<file path="config.mk">
export PLATFORM = sky130hd
export DESIGN_NAME = user_input_cond
export DESIGN_NICKNAME = d
export VERILOG_FILES = /design/src/rtl/uic_pkg.sv /design/src/rtl/uic_sync.sv /design/src/rtl/user_input_cond.sv
export SDC_FILE = /design/constraint.sdc
export NUM_CORES = 1
export LEC_CHECK = 0
export CAP_MARGIN = 20
export CORE_MARGIN = 2
export CORE_UTILIZATION = 54
export DETAILED_ROUTE_END_ITERATION = 10
export PLACE_DENSITY = 0.89
export SLEW_MARGIN = 20
export SYNTH_ARGS = -nofsm -noshare
export SYNTH_HDL_FRONTEND = slang
export SYNTH_SLANG_ARGS = --single-unit
</file>
<file path="constraint.sdc">
create_clock -name clk -period 4.6 [get_ports clk]
set_input_delay 1.38 -clock clk [delete_from_list [all_inputs] [get_ports clk]]
set_output_delay 1.38 -clock clk [all_outputs]
set_load 0.01 [all_outputs]
</file>
<file path="src/rtl/uic_pkg.sv">
// Shared types for the user-input conditioning stage.
package uic_pkg;

    localparam int UIC_STATE_W = 2;

    typedef enum logic [UIC_STATE_W-1:0] {
        UIC_IDLE    = 2'b00,
        UIC_SETTLE  = 2'b01,
        UIC_COMMIT  = 2'b10,
        UIC_ILLEGAL = 2'b11
    } uic_state_e;

endpackage

</file>
<file path="src/rtl/uic_sync.sv">
// WIDTH x SYNC_STAGES metastability synchroniser, asynchronously reset to 0.
module uic_sync #(
    parameter int WIDTH       = 3,
    parameter int SYNC_STAGES = 2
) (
    input  logic             clk,
    input  logic             rst_n,
    input  logic [WIDTH-1:0] d,
    output logic [WIDTH-1:0] q
);

    logic [WIDTH-1:0] stage_q [SYNC_STAGES];

    always_ff @(posedge clk or negedge rst_n) begin
        if (!rst_n) begin
            for (int unsigned i = 0; i < SYNC_STAGES; i++) begin
                stage_q[i] <= '0;
            end
        end else begin
            stage_q[0] <= d;
            for (int unsigned i = 1; i < SYNC_STAGES; i++) begin
                stage_q[i] <= stage_q[i-1];
            end
        end
    end

    assign q = stage_q[SYNC_STAGES-1];

endmodule

</file>
<file path="src/rtl/user_input_cond.sv">
// Synchronise, debounce and commit the raw user code for the control FSM.
// Optional glitch counter output enabled by defining UIC_GLITCH_CNT_EN.
module user_input_cond
    import uic_pkg::*;
#(
    parameter  int WIDTH           = 3,
    parameter  int SYNC_STAGES     = 2,
    parameter  int DEBOUNCE_CYCLES = 16,
    localparam int CNT_W           = $clog2(DEBOUNCE_CYCLES)
) (
    input  logic             clk,
    input  logic             rst_n,
    input  logic [WIDTH-1:0] raw_in,
    input  logic             enable,
    output logic [WIDTH-1:0] cmd_out,
    output logic             cmd_valid,
    output logic             busy
`ifdef UIC_GLITCH_CNT_EN
    ,
    output logic [7:0]       glitch_cnt
`endif
);

    logic [WIDTH-1:0] sync_q;
    uic_state_e       state, state_nxt;
    logic [WIDTH-1:0] cand, cand_nxt;
    logic [CNT_W-1:0] cnt, cnt_nxt;
    logic [WIDTH-1:0] cmd_nxt;

    uic_sync #(
        .WIDTH      (WIDTH),
        .SYNC_STAGES(SYNC_STAGES)
    ) u_sync (
        .clk  (clk),
        .rst_n(rst_n),
        .d    (raw_in),
        .q    (sync_q)
    );

`ifdef UIC_GLITCH_CNT_EN
    logic glitch_evt;
`endif

    always_ff @(posedge clk or negedge rst_n) begin
        if (!rst_n) begin
            state   <= UIC_IDLE;
            cand    <= '0;
            cnt     <= '0;
            cmd_out <= '0;
        end else begin
            state   <= state_nxt;
            cand    <= cand_nxt;
            cnt     <= cnt_nxt;
            cmd_out <= cmd_nxt;
        end
    end

    always_comb begin
        state_nxt = state;
        cand_nxt  = cand;
        cnt_nxt   = cnt;
        cmd_nxt   = cmd_out;
`ifdef UIC_GLITCH_CNT_EN
        glitch_evt = 1'b0;
`endif
        case (state)
            UIC_IDLE: begin
                if (enable && (sync_q != cmd_out)) begin
                    state_nxt = UIC_SETTLE;
                    cand_nxt  = sync_q;
                    cnt_nxt   = '0;
                end else begin
                    state_nxt = UIC_IDLE;
                end
            end
            UIC_SETTLE: begin
                // enable beats glitch beats commit when they coincide
                if (!enable) begin
                    state_nxt = UIC_IDLE;
                    cnt_nxt   = '0;
                end else if (sync_q != cand) begin
                    state_nxt = UIC_IDLE;
                    cnt_nxt   = '0;
`ifdef UIC_GLITCH_CNT_EN
                    glitch_evt = 1'b1;
`endif
                end else if (cnt == CNT_W'(DEBOUNCE_CYCLES - 1)) begin
                    state_nxt = UIC_COMMIT;
                    cmd_nxt   = cand;
                end else begin
                    state_nxt = UIC_SETTLE;
                    cnt_nxt   = cnt + CNT_W'(1);
                end
            end
            UIC_COMMIT: begin
                state_nxt = UIC_IDLE;
                cnt_nxt   = '0;
            end
            default: begin
                state_nxt = UIC_IDLE;
                cnt_nxt   = '0;
            end
        endcase
    end

    assign cmd_valid = (state == UIC_COMMIT);
    assign busy      = (state != UIC_IDLE);

`ifdef UIC_GLITCH_CNT_EN
    always_ff @(posedge clk or negedge rst_n) begin
        if (!rst_n) begin
            glitch_cnt <= '0;
        end else if (glitch_evt && (glitch_cnt != 8'hFF)) begin
            glitch_cnt <= glitch_cnt + 8'd1;
        end
    end
`endif

endmodule

</file>
# After elaboration in Yosys (flattened, before gate mapping)
# Cells that the tools add are included.
# classes
addsub	1
mul	0
n_div	0
order_cmp	0
n_eq_ne	7
shifts	0
muxes	10
bitwise	1
reduce_logical	6
# ops
cell	n
4-bit 2-to-1 mux	4
4-bit one-hot mux with 2 select lines	1
2-bit 2-to-1 mux	3
3-bit != test	2
4-bit by 1-bit adder with 4-bit output, second input constant	1
4-bit equality test, second input constant	1
4-bit != test, second input constant	1
2-bit one-hot mux with 2 select lines	1
2-bit AND reduction	2
4-bit AND reduction	1
2-bit by 1-bit equality test with 1-bit output, second input constant	1
2-bit equality test, second input constant	1
2-bit logical NOT	1
2-bit != test, second input constant	1
2-bit nonzero test	1
1-bit logical AND	1
1-bit 2-to-1 mux	1
1-bit inverter	1
# word_totals
reg_bits	18
latchBits	0
ram_bits	0
romBits	0
input_bits	6
out_inout_bits	5
mem_count	0

# Longest topological paths before layout
# depth
depth_word	5
mapped_depth	6
ltp_nobuf	6

# By module
# Synthesis repeated with hierarchy kept, for this count alone.
# hier_totals
hier_cells	65
area_unflattened_um2	797.0
# modules_own_cells
mod	n_inst	cells_each	area_each_um2	seq_area_each_um2
user_input_cond	1	56	624.3	300.3
uic_sync	1	9	172.7	150.1

# Least setup slack after synthesis
# OpenSTA, ideal clock, no wires.
# synth_path
kind	input-to-reg
from	input port enable
to	register cmd_out[1]
setup_ns	0.125
arrival_time_ns	2.321
t_required_ns	4.475
path_slack_ns	2.154
path_stages	5
path_cell_list	nand3b_1 > nor4_4 > nand2_2 > inv_2 > mux2_4
# synth_via
elab_chain_cells	1
# synth_lines
element	line	text
from (decl)	user_input_cond.sv:14	input logic enable,
4-bit AND reduction (no source line)	--	
to (signal assigned)	user_input_cond.sv:54	cmd_out <= cmd_nxt;
to (decl)	user_input_cond.sv:15	output logic [WIDTH-1:0] cmd_out,
# No other way between the ends.
# A chain may end at the register's enable or synchronous reset.

# Worst setup path after layout
# layout_path
from	register state[0]
to	output port busy
# layout_via
elab_chain_cells	1
# layout_lines
element	line	text
from (decl)	user_input_cond.sv:25	uic_state_e state, state_nxt;
from (signal assigned)	user_input_cond.sv:51	state <= state_nxt;
2-bit nonzero test	user_input_cond.sv:107	assign busy = (state != UIC_IDLE);
to (decl)	user_input_cond.sv:17	output logic busy
# No other way between the ends.

==> key figures <==
Global route
  • Total GRT Usage: 0.174
  • Met3 Use GR: 0.0261
  • Vias in the first global route: approximately 500
  • Met1 Usage GRT: 0.216
  • Busiest grt layer: met2
  • GR Overflow Total: 0
  • Largest net degree at the start of global routing: 19
  • First-pass GRT wire length: 2.19 mm
  • Global Route met2 Usage: 0.278
  • Initial antenna violation count: 0

Pwr
  • Max VDD drop: 207 µV
  • PD cells: 328 nW/µm²
  • Leak Pwr: about 0.4 nW

Critical path
  • R2R depth: 5
  • Startpoint Class: register
  • Cells along the critical path: nor2_1 > inv_1 > clkdlybuf4s50_1
  • R2r setup slk: 2970 ps
  • CP max FO: 4
  • Reg-to-reg startpoint: state[1]$_DFF_PN0_
  • Critical Path End Type: output pin
  • Critical path required time: 3220 ps
  • Top delay family on crit path: buffers and inverters
  • Worst Path Buf+Inv: 2
  • Critical path arrival: between 1000 and 1500 ps
  • FF-to-FF End: cmd_out[1]$_DFFE_PN0P_
  • CP Class: register to output pin
  • Max incr delay on CP: 470 ps
  • Slowest-stage cell, CP: clkdlybuf4s50_1

Yosys
  • Leading post-synthesis cells by cell area: dfrtp_1 58%, mux2_4 5.8%, mux2_2 4.4%
  • Mean Syn Cell Area: 12.7 µm²
  • Top cells by count, synth: 18 x dfrtp_1, 5 x a21oi_1, 4 x inv_1, 4 x nand3_1
  • Yosys top cell area share: 0.582
  • Sequential fraction of the synthesis area: 0.582
  • Post-synth top flop: dfrtp_1
  • Synth area leader: dfrtp_1
  • Number of distinct library cells after synthesis: 23
  • Warnings from Yosys: 0
  • Count leader, synth: dfrtp_1
  • Post-synth EDFFs: 0
  • Async set-reset flop share out of synthesis: 1.00
  • Flops & latches, synth: 18
  • Net count after synthesis: 68
  • Syn Inst Count: 61
  • Synthesized cell area: 774 µm²

Timing
  • RSZ-0062 raised after global routing: false
  • Final hold viol count: 0
  • Final slew viol count: 0
  • Tmin final: 2820 ps
  • Hold_ws: around 350 ps
  • Setup TNS: 0 ps
  • Clock skew: approximately 12 ps
  • Final period util: 0.613
  • Tightest Pin Transition: roughly 760 ps
  • FMAX: 355 MHz
  • Slew HR: 0.493
  • Final setup viols: 0

Cells and area
  • Layout Cells excl Fill: 89
  • Final nets: 83
  • Finished Core Util: 0.695
  • Ant diodes: 0
  • Storage cell area: 450 µm²
  • Fillers: 98
  • Area delta synth->final: 18.3%
  • Multi-input gate area: 305 µm²
  • Share of cells above drive strength 1: 0.176

Placed design
  • Hpwl dp: around 1000 µm
  • Routability Congestion: just over 0.7
  • Cells after DPL: 86
  • Input/output buffers: 10

Route
  • Vias: 485
  • Drt drc: 0
  • Post-Route WL: 1.26 mm
  • ANT nets after route: 0
  • DRT Pass-1 Iters: 4
  • Vias per cell: 5.45
  • Initial drt markers: 9
  • Wire per inst: roughly 14 µm

Floorplan
  • Initial core utilization: 0.588
  • # rows: 13
  • Die ar.: 1750 µm²
  • Core Box Area: 1320 µm²
  • I/O pins: 11
  • Die Y: 41.9 µm
  • Die width: 41.9 µm

Clock network
  • TritonCTS buffer count: 3
  • CTS tree: yes
  • # resized after CTS: 0
  • CTS Hold Buffers Added: 0
  • Skew-Pair Late Insertion Delay: 290 ps
  • Worst-path clk slew: 100 ps
  • CTS max path bufs: 2
  • Clock Sinks: 18
  • CTS H-tree depth: 1
  • Setup Buffers After CTS: 0
  • CTS root buffer: clkbuf_4

Hold path
  • Hold path depth: 0
  • Worst min path class: register to register
  • Min-Delay Endpoint: u_sync.q[1]$_DFF_PN0_
  • Hold_sp: u_sync.stage_q[4]$_DFF_PN0_

Run
  • Maxcap violations: 0

Status
  • Status: finished, final reports clean
[per-layer routing]
layer,up-vias,routed length (µm)
li1,241,-
met4,0,44
met2,15,615
met5,-,0
met3,6,51
met1,223,549
[sequential cells by signal, summed over array words and instances (netlist names)]
name and cells:
cmd_out 3, u_sync.q 3, u_sync.stage_q 3, cnt 4
cand 3, state 2
[report_power, final]
group	switching, mW	total, mW	internal (mW)
combinational	0.0229	0.0434	0.0204
clock	0.0431	0.0735	0.0304
sequential	0.0131	0.184	0.171
total	0.0792	0.301	0.221
[logic make-up (layout without fill, tap and decap cells)]
logic type | Yosys count | in the layout | synth area share
XOR/XNOR | 6 | 6 | 0.0679
buffers and inverters | 5 | 18 | 0.0242
AND/OR/NAND/NOR | 14 | 14 | 0.113
flip-flops | 18 | 18 | 0.582
multiplexers | 6 | 6 | 0.102
AO/OA/AOI/OAI | 11 | 11 | 0.0953
adder cells (fa/ha/maj) | 1 | 1 | 0.0162
[cell type report]
| type | count | area share |
|---|---|---|
| repair buffers | 10 | 0.109 |
| clock buffers | 3 | 0.0246 |
| multi-input cells | 38 | 0.333 |
| flip-flops and latches | 18 | 0.492 |
| inverters | 5 | 0.0205 |
| well taps | 15 | 0.0205 |
[layout by cell type (no fill, tap or decap), drive strengths merged]
master         netlist  final
xor2                 3      3
nor4                 1      1
dfrtp               18     18
nor2                 1      1
clkdlybuf4s50        0     10
nor3                 1      1
nand2                4      4
inv                  5      5
a21oi                5      5
xnor2                3      3
nor2b                1      1
mux2                 6      6
ha                   1      1
nand3                4      4
nand2b               1      1
o21ai                2      2
a41oi                2      2
nand3b               1      1
clkbuf               0      3
a21boi               1      1
o22ai                1      1
[through the flow]
| step | total power [mW] | cell area, µm² | setup WS [ps] |
|---|---|---|---|
| 2_1_floorplan | 0.213 | 774 | 2150 |
| 3_3_place_gp | 0.227 | 893 | 1580 |
| 3_5_place_dp | 0.231 | 893 | 1550 |
| 4_1_cts | 0.302 | 916 | 1780 |
| 5_1_grt | 0.318 | 916 | 1690 |
| 6_report | 0.301 | 916 | 1780 |
[how the worst max path moves through the flow]
stage,start,endpoint,slack [ps],cells after the start
after global routing,state[0]$_DFF_PN0_,busy,1690,3
after global placement,enable,cmd_out[1]$_DFFE_PN0P_,1580,6
after floorplan,enable,cmd_out[1]$_DFFE_PN0P_,2150,5
after CTS,state[0]$_DFF_PN0_,busy,1780,3
after detailed placement,enable,cmd_out[1]$_DFFE_PN0P_,1550,6
final,state[0]$_DFF_PN0_,busy,1780,3
(Power assumes the default switching activity.)
